--- config.mk ---
export PLATFORM = sky130hd
export DESIGN_NAME = key_scan
export DESIGN_NICKNAME = d
export VERILOG_FILES = /design/src/rtl/key_pkg.sv /design/src/rtl/key_debounce.sv /design/src/rtl/key_scan.sv
export SDC_FILE = /design/constraint.sdc
export NUM_CORES = 1
export LEC_CHECK = 0
export ABC_CLOCK_PERIOD_IN_PS = 6500
export CAP_MARGIN = 0
export CORE_ASPECT_RATIO = 0.6
export CORE_MARGIN = 5
export CORE_UTILIZATION = 59
export CTS_CLUSTER_DIAMETER = 120
export DETAILED_ROUTE_END_ITERATION = 10
export PLACE_DENSITY = 0.82
export SLEW_MARGIN = 10
export SYNTH_ARGS = -nofsm -noshare
export SYNTH_HDL_FRONTEND = slang
export SYNTH_HIERARCHICAL = 1
export SYNTH_SLANG_ARGS = --single-unit
--- constraint.sdc ---
create_clock -name sysclk -period 6.5 [get_ports sysclk]
set_clock_uncertainty 0.2 [all_clocks]
set_input_delay 1.95 -clock sysclk [delete_from_list [all_inputs] [get_ports sysclk]]
set_output_delay 1.95 -clock sysclk [all_outputs]
set_load 0.02 [all_outputs]
--- src/rtl/key_pkg.sv ---
// rtl/key_pkg.sv - shared constants and scan-state encoding for the keypad scanner
package key_pkg;

    localparam logic [3:0] NO_KEY   = 4'd0;
    localparam int         NUM_ROWS = 4;
    localparam int         NUM_COLS = 4;
    localparam logic [3:0] MAX_CODE = 4'd13;

    typedef enum logic [1:0] {
        ROW0 = 2'd0,
        ROW1 = 2'd1,
        ROW2 = 2'd2,
        ROW3 = 2'd3
    } scan_state_e;

endpackage

--- src/rtl/key_debounce.sv ---
// rtl/key_debounce.sv - frame-rate debounce of the scanned candidate and key commit
module key_debounce
    import key_pkg::*;
#(
    parameter int DEBOUNCE_CNT = 3
) (
    input  logic       clk,
    input  logic       rst_n,
    input  logic       frame_end,
    input  logic [3:0] frame_cand,
    output logic [3:0] key,
    output logic       key_valid,
    output logic       key_release
);

    localparam logic [3:0] CNT_MAX = 4'(DEBOUNCE_CNT);

    logic [3:0] prev_q, prev_d;
    logic [3:0] cnt_q, cnt_d;
    logic [3:0] key_q, key_d;
    logic       valid_q, valid_d;
    logic       rel_q, rel_d;

    always_comb begin
        prev_d  = prev_q;
        cnt_d   = cnt_q;
        key_d   = key_q;
        valid_d = 1'b0;
        rel_d   = 1'b0;

        if (frame_end) begin
            if (frame_cand == prev_q) begin
                if (cnt_q < CNT_MAX) begin
                    cnt_d = cnt_q + 4'd1;
                end
            end else begin
                prev_d = frame_cand;
                cnt_d  = 4'd1;
            end
        end

        // Commit one cycle after the count saturates; fires once since key then matches prev.
        if (cnt_q == CNT_MAX && prev_q != key_q) begin
            key_d   = prev_q;
            valid_d = (prev_q != NO_KEY);
            rel_d   = (prev_q == NO_KEY);
        end
    end

    always_ff @(posedge clk or negedge rst_n) begin
        if (!rst_n) begin
            prev_q  <= NO_KEY;
            cnt_q   <= 4'd0;
            key_q   <= NO_KEY;
            valid_q <= 1'b0;
            rel_q   <= 1'b0;
        end else begin
            prev_q  <= prev_d;
            cnt_q   <= cnt_d;
            key_q   <= key_d;
            valid_q <= valid_d;
            rel_q   <= rel_d;
        end
    end

    assign key         = key_q;
    assign key_valid   = valid_q;
    assign key_release = rel_q;

endmodule

--- src/rtl/key_scan.sv ---
// rtl/key_scan.sv - 4x4 keypad row scanner with column synchronizer and debounced key output
module key_scan
    import key_pkg::*;
#(
    parameter int SCAN_DIV     = 4,
    parameter int DEBOUNCE_CNT = 3
) (
    input  logic       sysclk,
    input  logic       rst_n,
    input  logic [3:0] col_in,
    output logic [3:0] row_out,
    output logic [3:0] key,
    output logic       key_valid,
    output logic       key_release
);

    localparam logic [7:0] DIV_LAST = 8'(SCAN_DIV - 1);

    logic [3:0]  sync1_q, sync1_d;
    logic [3:0]  sync2_q, sync2_d;
    scan_state_e state_q, state_d;
    logic [7:0]  div_q, div_d;
    logic [3:0]  cand_q, cand_d;

    logic        last;
    logic [3:0]  pos;
    logic [3:0]  row_code;
    logic [3:0]  frame_code;
    logic        frame_end;

    // Columns scanned high-to-low so the lowest pressed position in the row wins.
    always_comb begin
        row_code = NO_KEY;
        pos      = 4'd0;
        for (int c = NUM_COLS - 1; c >= 0; c--) begin
            pos = {state_q, 2'(c)};
            if (!sync2_q[c] && pos < MAX_CODE) begin
                row_code = pos + 4'd1;
            end
        end
    end

    always_comb begin
        sync1_d = col_in;
        sync2_d = sync1_q;
        last    = (div_q == DIV_LAST);
        div_d   = last ? 8'd0 : div_q + 8'd1;
        state_d = last ? scan_state_e'(state_q + 2'd1) : state_q;

        // Earlier rows hold lower positions, so a code already found this frame takes priority.
        frame_code = (cand_q != NO_KEY) ? cand_q : row_code;
        frame_end  = last && (state_q == ROW3);
        cand_d     = cand_q;
        if (last) begin
            cand_d = frame_end ? NO_KEY : frame_code;
        end
    end

    always_ff @(posedge sysclk or negedge rst_n) begin
        if (!rst_n) begin
            sync1_q <= 4'b1111;
            sync2_q <= 4'b1111;
            state_q <= ROW0;
            div_q   <= 8'd0;
            cand_q  <= NO_KEY;
        end else begin
            sync1_q <= sync1_d;
            sync2_q <= sync2_d;
            state_q <= state_d;
            div_q   <= div_d;
            cand_q  <= cand_d;
        end
    end

    assign row_out = ~(4'b0001 << state_q);

    key_debounce #(
        .DEBOUNCE_CNT(DEBOUNCE_CNT)
    ) u_debounce (
        .clk        (sysclk),
        .rst_n      (rst_n),
        .frame_end  (frame_end),
        .frame_cand (frame_code),
        .key        (key),
        .key_valid  (key_valid),
        .key_release(key_release)
    );

endmodule

After elaboration in Yosys (flattened, before gate mapping)
Index checks and enable logic that the tools add are counted.

Add/subtract/negate cells: 7. Magnitude comparators: 5. Equality and inequality tests: 6. Shift operators: 1. Multiplexer cells: 11. Bitwise gates (word level): 2. Reduce and logical (&&, ||, !) cells: 15.

Operator list (count): $mux W4 (8); $add A4 B1 Y4 const B (5); $lt A4 B4 Y1 const B (4); $add A8 B1 Y8 const B (1); $eq A8 B2 Y1 const B (1); $mux W8 (1); $reduce_bool A4 Y1 (2); $logic_and A1 B1 Y1 (6); $eq A4 B2 Y1 const B (1); $eq A4 B4 Y1 (1); $logic_not A1 Y1 (4); $logic_not A4 Y1 (1); $lt A4 B2 Y1 const B (1); $ne A4 B4 Y1 (1); $not A4 Y4 (1); $reduce_and A2 Y1 (2); $shl A1 B2 Y4 const A (1); $add A2 B1 Y2 const B (1); $eq A2 B2 Y1 const B (1); $mux W1 (2); $ne A2 B2 Y1 const B (1); $not A1 Y1 (1).

Bits in registers: 36. Output and inout port bits: 10.

Longest topological paths before layout
Word-level depth: 10. Depth in mapped cells: 9. Gate-level depth less buffers: 9.

Modules after synthesis
Netlist, hierarchy kept.

By module, submodules not included: key_scan (instances 1, cells an instance 79, area an instance 968.4 µm², sequential area each 560.5 µm²); key_debounce (instances 1, cells an instance 47, area an instance 656.9 µm², sequential area each 350.3 µm²).

Worst setup path before layout
OpenSTA, ideal clock, no wires.

Kind: register to output. Start point: register state_q[0]. End point: output port row_out[3]. Data arrival time: 833 ps. Setup slack: 3517 ps. Stages on the path, launching flop included: 3. Path through: dfrtp_1 -> ha_1 -> inv_1.

Cells in the longest elaborated chain, start to end: 2.

RTL lines: from (decl) (line key_scan.sv:21) `scan_state_e state_q, state_d;`; from (signal assigned) (line key_scan.sv:69) `state_q <= state_d;`; $shl A1 B2 Y4 (line key_scan.sv:75) `assign row_out = ~(4'b0001 << state_q);`; $not A4 Y4 (line key_scan.sv:75); to (decl) (line key_scan.sv:11) `output logic [3:0] row_out,`.

No other way between the ends.

Final worst setup path
Ends and elaborated chain as after synthesis.

==> impl_results.md <==
- Vias/cell: 5.62
- First-pass GRT wire length: 4970 um
- Max Cap Viol: 0
- Synth top area cells: dfrtp_1 (43%), dfstp_2 (13%), xnor2_1 (4.8%)
- Top-area cell type share of the netlist area: 43.1%
- IO buf count: 15
- Clock buffer depth: 2
- Crit path kind: reg -> out
- Hold crit path type: reg -> reg
- H-tree Lvls: 2
- Setup TNS: 0 ns
- Cts hold-fix bufs: 0
- Startpoint Class: register
- Worst-Margin Slew: 0.727 ns
- Worst r2r dst: u_debounce/cnt_q[0]
- Most frequent cells in the layout: dfrtp_1 (28), clkdlybuf4s50_1 (15), xnor2_1 (9)
- FF+latch count, synth: 36
- Pin count of the biggest net entering global routing: 37
- Initial Utilization: 63.1%
- Placer Congestion: 0.760
- Final setup fails: 0
- Crit end category: output port
- Slew HR: 51.1%
- Rows: 14
- Yosys top cell by area: dfrtp_1
- Syn-to-layout area delta: 17.2%
- Worst Path Required: 4.35 ns
- Critical path data arrival time: 1.78 ns
- All-layer global routing usage: 16.9%
- Mapped Nets: 138
- Synth Flop Type: dfrtp_1
- Peak Freq: 255 MHz
- Status: complete, no violations
- EDFF count, synth: 0
- Post-CTS sizing: 0
- CTS root buf: clkbuf_8
- RSZ-0062 raised after global routing: no
- Yosys cell types: 41
- Core area: 2570 sq um
- Most common cell after layout, fill and taps aside: dfrtp_1
- CTS Buf Count: 5
- FFs w/ async S/R, synth: 100%
- R2R cell count: 6
- Critical Path Fanout Max: 7
- Final period util: 60.4%
- Worst r2r src: div_q[5]
- PnR Total Power: 0.516 mW
- I/O pins: 16
- Post-synthesis cell count: 126
- Via count: 1017
- Initial antenna violation count: 0
- Routed length per instance: 16.3 um
- Pre-antenna DRT Iters: 4
- Number of cells on the worst hold path: 0
- Leakage: 0.896 nW
- Final WL: 2960 um
- Cell Pwr Density: 271 nW/um^2
- Slew Viols, Final: 0
- ANT nets after route: 0
- Synthesized cell area: 1630 sq um
- CTS tree: done
- Die width: 77.8 um
- Dpl hpwl: 2210 um
- DRC: 0
- R2R Setup Slk: 3.82 ns
- WHS Endpoint: sync2_q[0]
- Die ar.: 3940 sq um
- Clock-pin transition on the worst setup and hold timing paths: 0.07 ns
- Initial DRC Count: 88
- CP Launch Point: state_q[0]
- Hold Violations, Final: 0
- Grt total ovfl: 0
- Worst-Skew Late Latency: 0.28 ns
- Clk sink count: 36
- Min Tclk post-route: 3.93 ns
- Layout cells sized above 1: 18.1%
- Register area share after synthesis: 56.0%
- Ant diodes: 0
- Syn avg cell area: 12.9 sq um
- HP Start: sync1_q[0]
- Layout net count: 160
- Synth warn: 6
- Die Ht: 50.7 um
- Setup bufs post-CTS: 0
- Vias in the first global route: 990
- Peak VDD IR: 0.151 mV
==> sequential cells by signal, indices dropped and copies added (netlist names) <==
signal                  flops
sync1_q                     4
u_debounce/cnt_q            4
state_q                     2
u_debounce/key_valid        1
div_q                       8
cand_q                      4
sync2_q                     4
u_debounce/key              4
u_debounce/key_release      1
u_debounce/prev_q           4
==> metrics by stage <==
stage,std cells,util [%],worst slack (ns),hold slack (ns),instance area (sq um)
3_3_place_gp,173,70.5,2.96,0.147,1820
6_report,181,74.0,2.57,0.155,1910
2_1_floorplan,126,-,3.52,0.145,1630
3_5_place_dp,173,70.5,2.89,0.147,1820
4_1_cts,181,74.0,2.57,0.156,1910
5_1_grt,181,74.0,2.50,0.159,1910
==> where the power goes <==
group,switching [mW],leakage [nW],internal (mW)
sequential,0.0173,0.455,0.247
clock,0.0718,0.0455,0.0863
combinational,0.0446,0.395,0.0491
==> routing by layer <==
layer | GRT usage [%] | share of wire, %
met5 | 0 | 0
met1 | 22.5 | 48
met3 | 6.96 | 6.1
met4 | 8.00 | 1.2
met2 | 24.2 | 44
==> layout make-up <==
class | instances | area (sq um)
Clock buffer | 8 | 90.1
Timing Repair Buffer | 16 | 158
Multi-Input combinational cell | 81 | 677
Sequential cell | 36 | 911
Tap cell | 32 | 40.0
Inverter | 8 | 30.0
Fill cell | 171 | 669
==> Yosys cell counts (all sizes together), types with 2 or more instances <==
master,count
nand3,4
dfstp,8
a21boi,2
or4,2
nor3,2
dfrtp,28
ha,6
inv,8
mux2,8
nor2,3
and3,3
nor3b,2
a21o,3
nand2,6
xor2,5
o22ai,2
xnor2,9
and2,3
a21bo,2
o21ai,4
mux2i,2
==> cells by family (layout without fill, tap and decap cells) <==
| logic type | Yosys count | in the layout | share of synthesized area (%) |
|---|---|---|---|
| simple gates | 32 | 32 | 13.8 |
| compound gates | 19 | 19 | 8.93 |
| fa+ha+maj | 6 | 6 | 4.62 |
| buf+inv | 9 | 32 | 2.31 |
| xor+xnor | 14 | 14 | 7.54 |
| flops | 36 | 36 | 56.0 |
| mux | 10 | 10 | 6.77 |
==> critical path, cell delays in order, from the launching register on <==
cell and delay [ns]:
dfrtp_1 0.41, ha_1 0.25, inv_1 0.19, clkdlybuf4s50_1 0.64
==> worst max-delay path by stage <==
stage               cells after the start  slack [ns]          to
finish                                  3        2.57  row_out[3]
floorplan                               2        3.52  row_out[3]
global route                            3        2.50  row_out[3]
CTS                                     3        2.57  row_out[3]
global placement                        3        2.96  row_out[3]
detailed placement                      3        2.89  row_out[3]
Note: power is estimated with default switching activity, not from simulation.
